--- config.mk ---
export PLATFORM = sky130hd
export DESIGN_NAME = alu_issue
export DESIGN_NICKNAME = d
export VERILOG_FILES = /design/src/rtl/alu_issue_pkg.sv /design/src/rtl/alu_issue_decode.sv /design/src/rtl/alu_issue.sv
export SDC_FILE = /design/constraint.sdc
export NUM_CORES = 1
export LEC_CHECK = 0
export BUFFER_PORTS_ARGS = -buffer_cell sky130_fd_sc_hd__buf_4
export CAP_MARGIN = 20
export CORE_ASPECT_RATIO = 1.1
export CORE_MARGIN = 1
export CORE_UTILIZATION = 50
export DETAILED_ROUTE_END_ITERATION = 8
export PLACE_DENSITY = 0.85
export SETUP_SLACK_MARGIN = 0.05
export SYNTH_ARGS = -nofsm -noshare
export SYNTH_HDL_FRONTEND = slang
export SYNTH_SLANG_ARGS = --single-unit
--- constraint.sdc ---
create_clock -name clock -period 8.62 [get_ports clock]
set_input_delay 0.431 -clock clock [delete_from_list [all_inputs] [get_ports clock]]
set_output_delay 0.431 -clock clock [all_outputs]
set_load 0.02 [all_outputs]
--- src/rtl/alu_issue_pkg.sv ---
// Shared constants, FSM encoding and decoded-record type for the ALU issue block.
// Optional overflow exceptions are enabled with the ALU_ISSUE_OVF_EXC_EN macro.
package alu_issue_pkg;

  localparam logic [4:0] OP_RTYPE = 5'b00000;
  localparam logic [4:0] OP_ADDI  = 5'b00101;
  localparam logic [4:0] OP_BNE   = 5'b00010;
  localparam logic [4:0] OP_BLT   = 5'b00110;

  localparam logic [4:0] ALU_ADD = 5'b00000;
  localparam logic [4:0] ALU_SUB = 5'b00001;

  localparam int RSTATUS_REG_DEF = 30;
  localparam int EXC_ADD_DEF     = 1;
  localparam int EXC_ADDI_DEF    = 2;
  localparam int EXC_SUB_DEF     = 3;

  typedef enum logic [1:0] {
    ST_IDLE = 2'd0,
    ST_EXEC = 2'd1,
    ST_DONE = 2'd2
  } state_t;

  typedef enum logic [2:0] {
    K_OTHER = 3'd0,
    K_RTYPE = 3'd1,
    K_ADDI  = 3'd2,
    K_BNE   = 3'd3,
    K_BLT   = 3'd4
  } kind_t;

  typedef struct packed {
    kind_t       kind;
    logic [4:0]  alu_op;
    logic [4:0]  shamt;
    logic [31:0] op_a;
    logic [31:0] op_b;
    logic [4:0]  rd;
    logic        wren;
  } dec_t;

  function automatic logic [31:0] sext17(input logic [16:0] imm);
    return {{15{imm[16]}}, imm};
  endfunction

endpackage

--- src/rtl/alu_issue_decode.sv ---
// Combinational decode of an instruction word and its register-file reads
// into ALU controls, operands and writeback metadata.
module alu_issue_decode
  import alu_issue_pkg::*;
(
  input  logic [31:0] insn,
  input  logic [31:0] rs,
  input  logic [31:0] rt,
  output dec_t        dec
);

  logic unused_bits;
  assign unused_bits = &{1'b0, insn[1:0]};

  always_comb begin
    dec = '0;
    dec.kind = K_OTHER;
    unique case (insn[31:27])
      OP_RTYPE: begin
        dec.kind   = K_RTYPE;
        dec.alu_op = insn[6:2];
        dec.shamt  = insn[11:7];
        dec.op_a   = rs;
        dec.op_b   = rt;
        dec.rd     = insn[26:22];
        dec.wren   = 1'b1;
      end
      OP_ADDI: begin
        dec.kind   = K_ADDI;
        dec.alu_op = ALU_ADD;
        dec.op_a   = rs;
        dec.op_b   = sext17(insn[16:0]);
        dec.rd     = insn[26:22];
        dec.wren   = 1'b1;
      end
      // Branches compare $rd (second read port) against $rs.
      OP_BNE, OP_BLT: begin
        dec.kind   = (insn[31:27] == OP_BNE) ? K_BNE : K_BLT;
        dec.alu_op = ALU_SUB;
        dec.op_a   = rt;
        dec.op_b   = rs;
        dec.rd     = insn[26:22];
      end
      default: ;
    endcase
  end

endmodule

--- src/rtl/alu_issue.sv ---
// Issue/driver side of the combinational ALU: handshake in, registered ALU
// inputs, captured result record out. Overflow exceptions: ALU_ISSUE_OVF_EXC_EN.
module alu_issue
  import alu_issue_pkg::*;
#(
  parameter int RSTATUS_REG = RSTATUS_REG_DEF,
  parameter int EXC_ADD     = EXC_ADD_DEF,
  parameter int EXC_ADDI    = EXC_ADDI_DEF,
  parameter int EXC_SUB     = EXC_SUB_DEF
) (
  input  logic        clock,
  input  logic        reset,
  input  logic        in_valid,
  output logic        in_ready,
  input  logic [31:0] in_insn,
  input  logic [31:0] in_rs,
  input  logic [31:0] in_rt,
  output logic [4:0]  ctrl_ALUopcode,
  output logic [4:0]  ctrl_shiftamt,
  output logic [31:0] data_operandA,
  output logic [31:0] data_operandB,
  input  logic [31:0] data_result,
  input  logic        isNotEqual,
  input  logic        isLessThan,
  input  logic        overflow,
  output logic        out_valid,
  input  logic        out_ready,
  output logic [31:0] out_data,
  output logic [4:0]  out_rd,
  output logic        out_wren,
  output logic        out_branch_taken,
  output logic        out_exception
);

  state_t      state_reg;
  kind_t       kind_reg;
  logic [4:0]  rd_reg;
  logic        wren_reg;
  dec_t        dec;
  logic        accept;

  logic [31:0] rec_data;
  logic [4:0]  rec_rd;
  logic        rec_wren;
  logic        rec_taken;
  logic        rec_exc;

  alu_issue_decode u_decode (
    .insn (in_insn),
    .rs   (in_rs),
    .rt   (in_rt),
    .dec  (dec)
  );

  assign in_ready = (state_reg == ST_IDLE) | ((state_reg == ST_DONE) & out_ready);
  assign accept   = in_valid & in_ready;

  always_comb begin
    rec_data  = data_result;
    rec_rd    = rd_reg;
    rec_wren  = wren_reg;
    rec_exc   = 1'b0;
    rec_taken = ((kind_reg == K_BNE) & isNotEqual) | ((kind_reg == K_BLT) & isLessThan);
`ifdef ALU_ISSUE_OVF_EXC_EN
    if (overflow) begin
      if (kind_reg == K_ADDI) begin
        rec_exc  = 1'b1;
        rec_data = 32'(EXC_ADDI);
      end else if (kind_reg == K_RTYPE && ctrl_ALUopcode == ALU_ADD) begin
        rec_exc  = 1'b1;
        rec_data = 32'(EXC_ADD);
      end else if (kind_reg == K_RTYPE && ctrl_ALUopcode == ALU_SUB) begin
        rec_exc  = 1'b1;
        rec_data = 32'(EXC_SUB);
      end
      if (rec_exc) begin
        rec_rd   = 5'(RSTATUS_REG);
        rec_wren = 1'b1;
      end
    end
`endif
  end

`ifndef ALU_ISSUE_OVF_EXC_EN
  // Without the exception feature the overflow flag has no effect.
  logic unused_ovf;
  assign unused_ovf = &{1'b0, overflow};
`endif

  always_ff @(posedge clock or posedge reset) begin
    if (reset) begin
      state_reg        <= ST_IDLE;
      kind_reg         <= K_OTHER;
      rd_reg           <= '0;
      wren_reg         <= 1'b0;
      ctrl_ALUopcode   <= '0;
      ctrl_shiftamt    <= '0;
      data_operandA    <= '0;
      data_operandB    <= '0;
      out_valid        <= 1'b0;
      out_data         <= '0;
      out_rd           <= '0;
      out_wren         <= 1'b0;
      out_branch_taken <= 1'b0;
      out_exception    <= 1'b0;
    end else begin
      // ALU-facing registers move only on an accepted record.
      if (accept) begin
        kind_reg       <= dec.kind;
        rd_reg         <= dec.rd;
        wren_reg       <= dec.wren;
        ctrl_ALUopcode <= dec.alu_op;
        ctrl_shiftamt  <= dec.shamt;
        data_operandA  <= dec.op_a;
        data_operandB  <= dec.op_b;
      end
      unique case (state_reg)
        ST_IDLE: begin
          if (accept) state_reg <= ST_EXEC;
        end
        ST_EXEC: begin
          out_data         <= rec_data;
          out_rd           <= rec_rd;
          out_wren         <= rec_wren;
          out_branch_taken <= rec_taken;
          out_exception    <= rec_exc;
          out_valid        <= 1'b1;
          state_reg        <= ST_DONE;
        end
        ST_DONE: begin
          if (out_ready) begin
            out_valid <= 1'b0;
            state_reg <= accept ? ST_EXEC : ST_IDLE;
          end
        end
        default: state_reg <= ST_IDLE;
      endcase
    end
  end

endmodule

==> flow_summary_export.csv <==
group,metric,value,unit
status,outcome,"complete, no violations",
floorplan,die_w,101,um
cells_and_area,diodes,0,
timing,rsz0062_at_grt,"no",
synthesis,yosysTopAreaCell,"dfrtp_1",
timing,finalSetupTns,0,ns
setup_path,critPathKind,"reg2reg",
floorplan,die_h,111,um
power,p_leak,3.76,nW
synthesis,ys.flop_type,"dfrtp_1",
setup_path,cpPeakStageDelay,0.47,ns
synthesis,synth_most_common_cell,"dfrtp_1",
power,power_density,275,mW/mm^2
routing,viasPerCell,5.67,
global_route,grt_pass1_vias,4925,
cells_and_area,area_growth,46.3,%
clock_network,postCtsSetupRepairBufs,0,
global_route,grt_pass1_wl,24100,um
timing,skew,0.00665,ns
synthesis,synthArstFlopShare,1.00,
setup_path,end_kind,"flop",
synthesis,netlist_top_cells_area,"dfrtp_1 (58%), mux2_2 (8.2%), a221oi_1 (7.7%), nor2_1 (4.8%), nand2_1 (3.6%)",
timing,worst_slack,6.26,ns
floorplan,start_util,0.515,
setup_path,crit_required,8.93,ns
timing,hold_slack,0.135,ns
placed_design,place_congestion,0.829,
setup_path,crit_slowest_cell,"nand3_4",
cells_and_area,fin_area,0.00787,mm^2
clock_network,ctsHoldBuffers,0,
timing,finalCriticalPeriod,2.36,ns
cells_and_area,reg_top3,"data_operandA: 32 flops, data_operandB: 32 flops, out_data: 32 flops",
synthesis,synthTopCellsByCount,"dfrtp_1 (125), nor2_1 (69), nand2_1 (51), a221oi_1 (47), mux2_2 (39)",
clock_network,clkLatencyLatePin,0.41,ns
clock_network,htree_levels,4,
synthesis,syn_inst,472,
clock_network,cts_buffers,17,
clock_network,cts-root-buf,"clkbuf_16",
global_route,gr-usage-all-layers,0.283,
clock_network,clk_pin_slew,0.05,ns
cells_and_area,drive_above_1_share,0.466,
setup_path,crit_chain,"nand2b_1, nand3_4, inv_1, buf_4, nand2_1, o21ai_0",
clock_network,clockBufferDepth,2,
clock_network,cts_resized,0,
placed_design,dp.final_hpwl,10500,um
min_path,holdCritPathClass,"in2async",
synthesis,synth_edf_count,0,
routing,wl_per_cell,18.1,um
floorplan,fp-row-count,39,
routing,vias,4850,
routing,drtIter0Drc,390,
timing,post-route-period-util,0.273,
synthesis,yosysWarningCount,0,
timing,slew_headroom,0.266,
placed_design,post-place-ws,6.28,ns
global_route,grt_start_max_net_pins,70,
synthesis,synthDominantCellAreaShare,0.582,
synthesis,synth_nets,607,
cells_and_area,fin_util,0.754,
synthesis,syn_area_per_cell,11.4,um^2
placed_design,io_buffers,243,
clock_network,cts_num_sinks,125,
timing,tightest_slew,1.10,ns
timing,slew_violations,0,
setup_path,arrival,2.67,ns
cells_and_area,nets,834,
timing,fmax,425,MHz
power,ir_drop,146,uV
synthesis,yosys_register_bits,125,
routing,drc_errors,0,
floorplan,fp.coreArea,0.0104,mm^2
routing,firstDrtPassIters,6,
timing,setup_viol,0,
floorplan,die_area,0.0112,mm^2
synthesis,yosysUniqueCellTypes,38,
placed_design,place_area,0.00725,mm^2
global_route,antenna_found_initial,0,
timing,finalHoldViolCount,0,
synthesis,synth_sequential_area_ratio,0.582,
setup_path,cp_max_fo,53,
routing,ant_nets,0,
routing,drt-total-wl,15500,um
clock_network,cts_tree,"built",
floorplan,boundaryPins,251,
setup_path,crit_path_start_kind,"flop",
global_route,grt_overflow,0,
synthesis,synth.cell_area,0.00538,mm^2
run,max_cap_viol_count,0,
## per-stage QoR
step	cells	power, mW
after global routing	855	2.26
after CTS	855	2.17
after floorplan	472	1.13
after global placement	822	1.41
after detailed placement	823	1.44
final	855	2.16
## area by class of cell
cell class / instances / area, um^2
Sequential cell: 125 / 3130
Fill cell: 722 / 2570
Multi-Input combinational cell: 301 / 2050
Timing Repair Buffer: 249 / 1870
Clock buffer: 19 / 453
Tap cell: 143 / 179
Clock inverter: 13 / 165
Inverter: 5 / 21.3
## cell usage in the layout, fill, tap and decap left out, types with 3 or more instances in the layout
cell,count
buf_4,248
dfrtp_1,125
nor2_1,68
nand2_1,51
a221oi_1,47
mux2_2,39
o21ai_1,29
clkbuf_16,17
a222oi_1,15
a22o_1,10
o21ai_0,9
nand2b_1,5
inv_1,4
clkinvlp_4,4
a21oi_1,3
bufinv_16,3
clkinv_4,3
## worst max-delay path, delay by kind of cell (launching register included)
kind / cells / cell delay (ns)
AOI/OAI and AO/OA: 1 / 0.19
buffers and inverters: 2 / 0.87
DFF: 1 / 0.44
and+or+nand+nor: 3 / 0.73
## cell families (layout without fill, tap and decap cells)
logic type,Yosys count,in the layout,share of synthesized area
AND/OR/NAND/NOR,140,140,0.120
AO/OA/AOI/OAI,119,119,0.169
flip-flops,125,125,0.582
XOR/XNOR,2,2,0.00326
buffers and inverters,46,286,0.0444
other,1,1,0.000697
multiplexers,39,39,0.0816
## per-layer routing
metal | up-vias | global-route usage | share of wire
met5 | - | 0 | 0
met4 | 0 | 0.145 | 0.029
met3 | 37 | 0.0839 | 0.092
met2 | 294 | 0.479 | 0.51
met1 | 2332 | 0.321 | 0.37
li1 | 2187 | - | -
## path summary, 6_finish.rpt
kind | startpoint | endpoint | slack [ns] | cells after the start
min in group clock | in_insn[9] | ctrl_shiftamt[2] | 0.26 | 2
worst max-delay path | state_reg[1] | rd_reg[0] | 6.26 | 6
worst min-delay path | reset | out_data[12] | 0.13 | 2
max in group asynchronous | reset | out_data[23] | 7.14 | 3
worst min register to register | rd_reg[2] | rd_reg[2] | 0.48 | 2
worst max register to register | state_reg[1] | rd_reg[0] | 6.26 | 6
## where the power goes
part	internal (mW)	switching (mW)	leakage, nW
logic	0.291	0.351	1.88
registers	0.714	0.0734	1.59
clock network	0.471	0.261	0.292
total	1.48	0.685	3.76
Note: power is estimated with default switching activity, not from simulation.
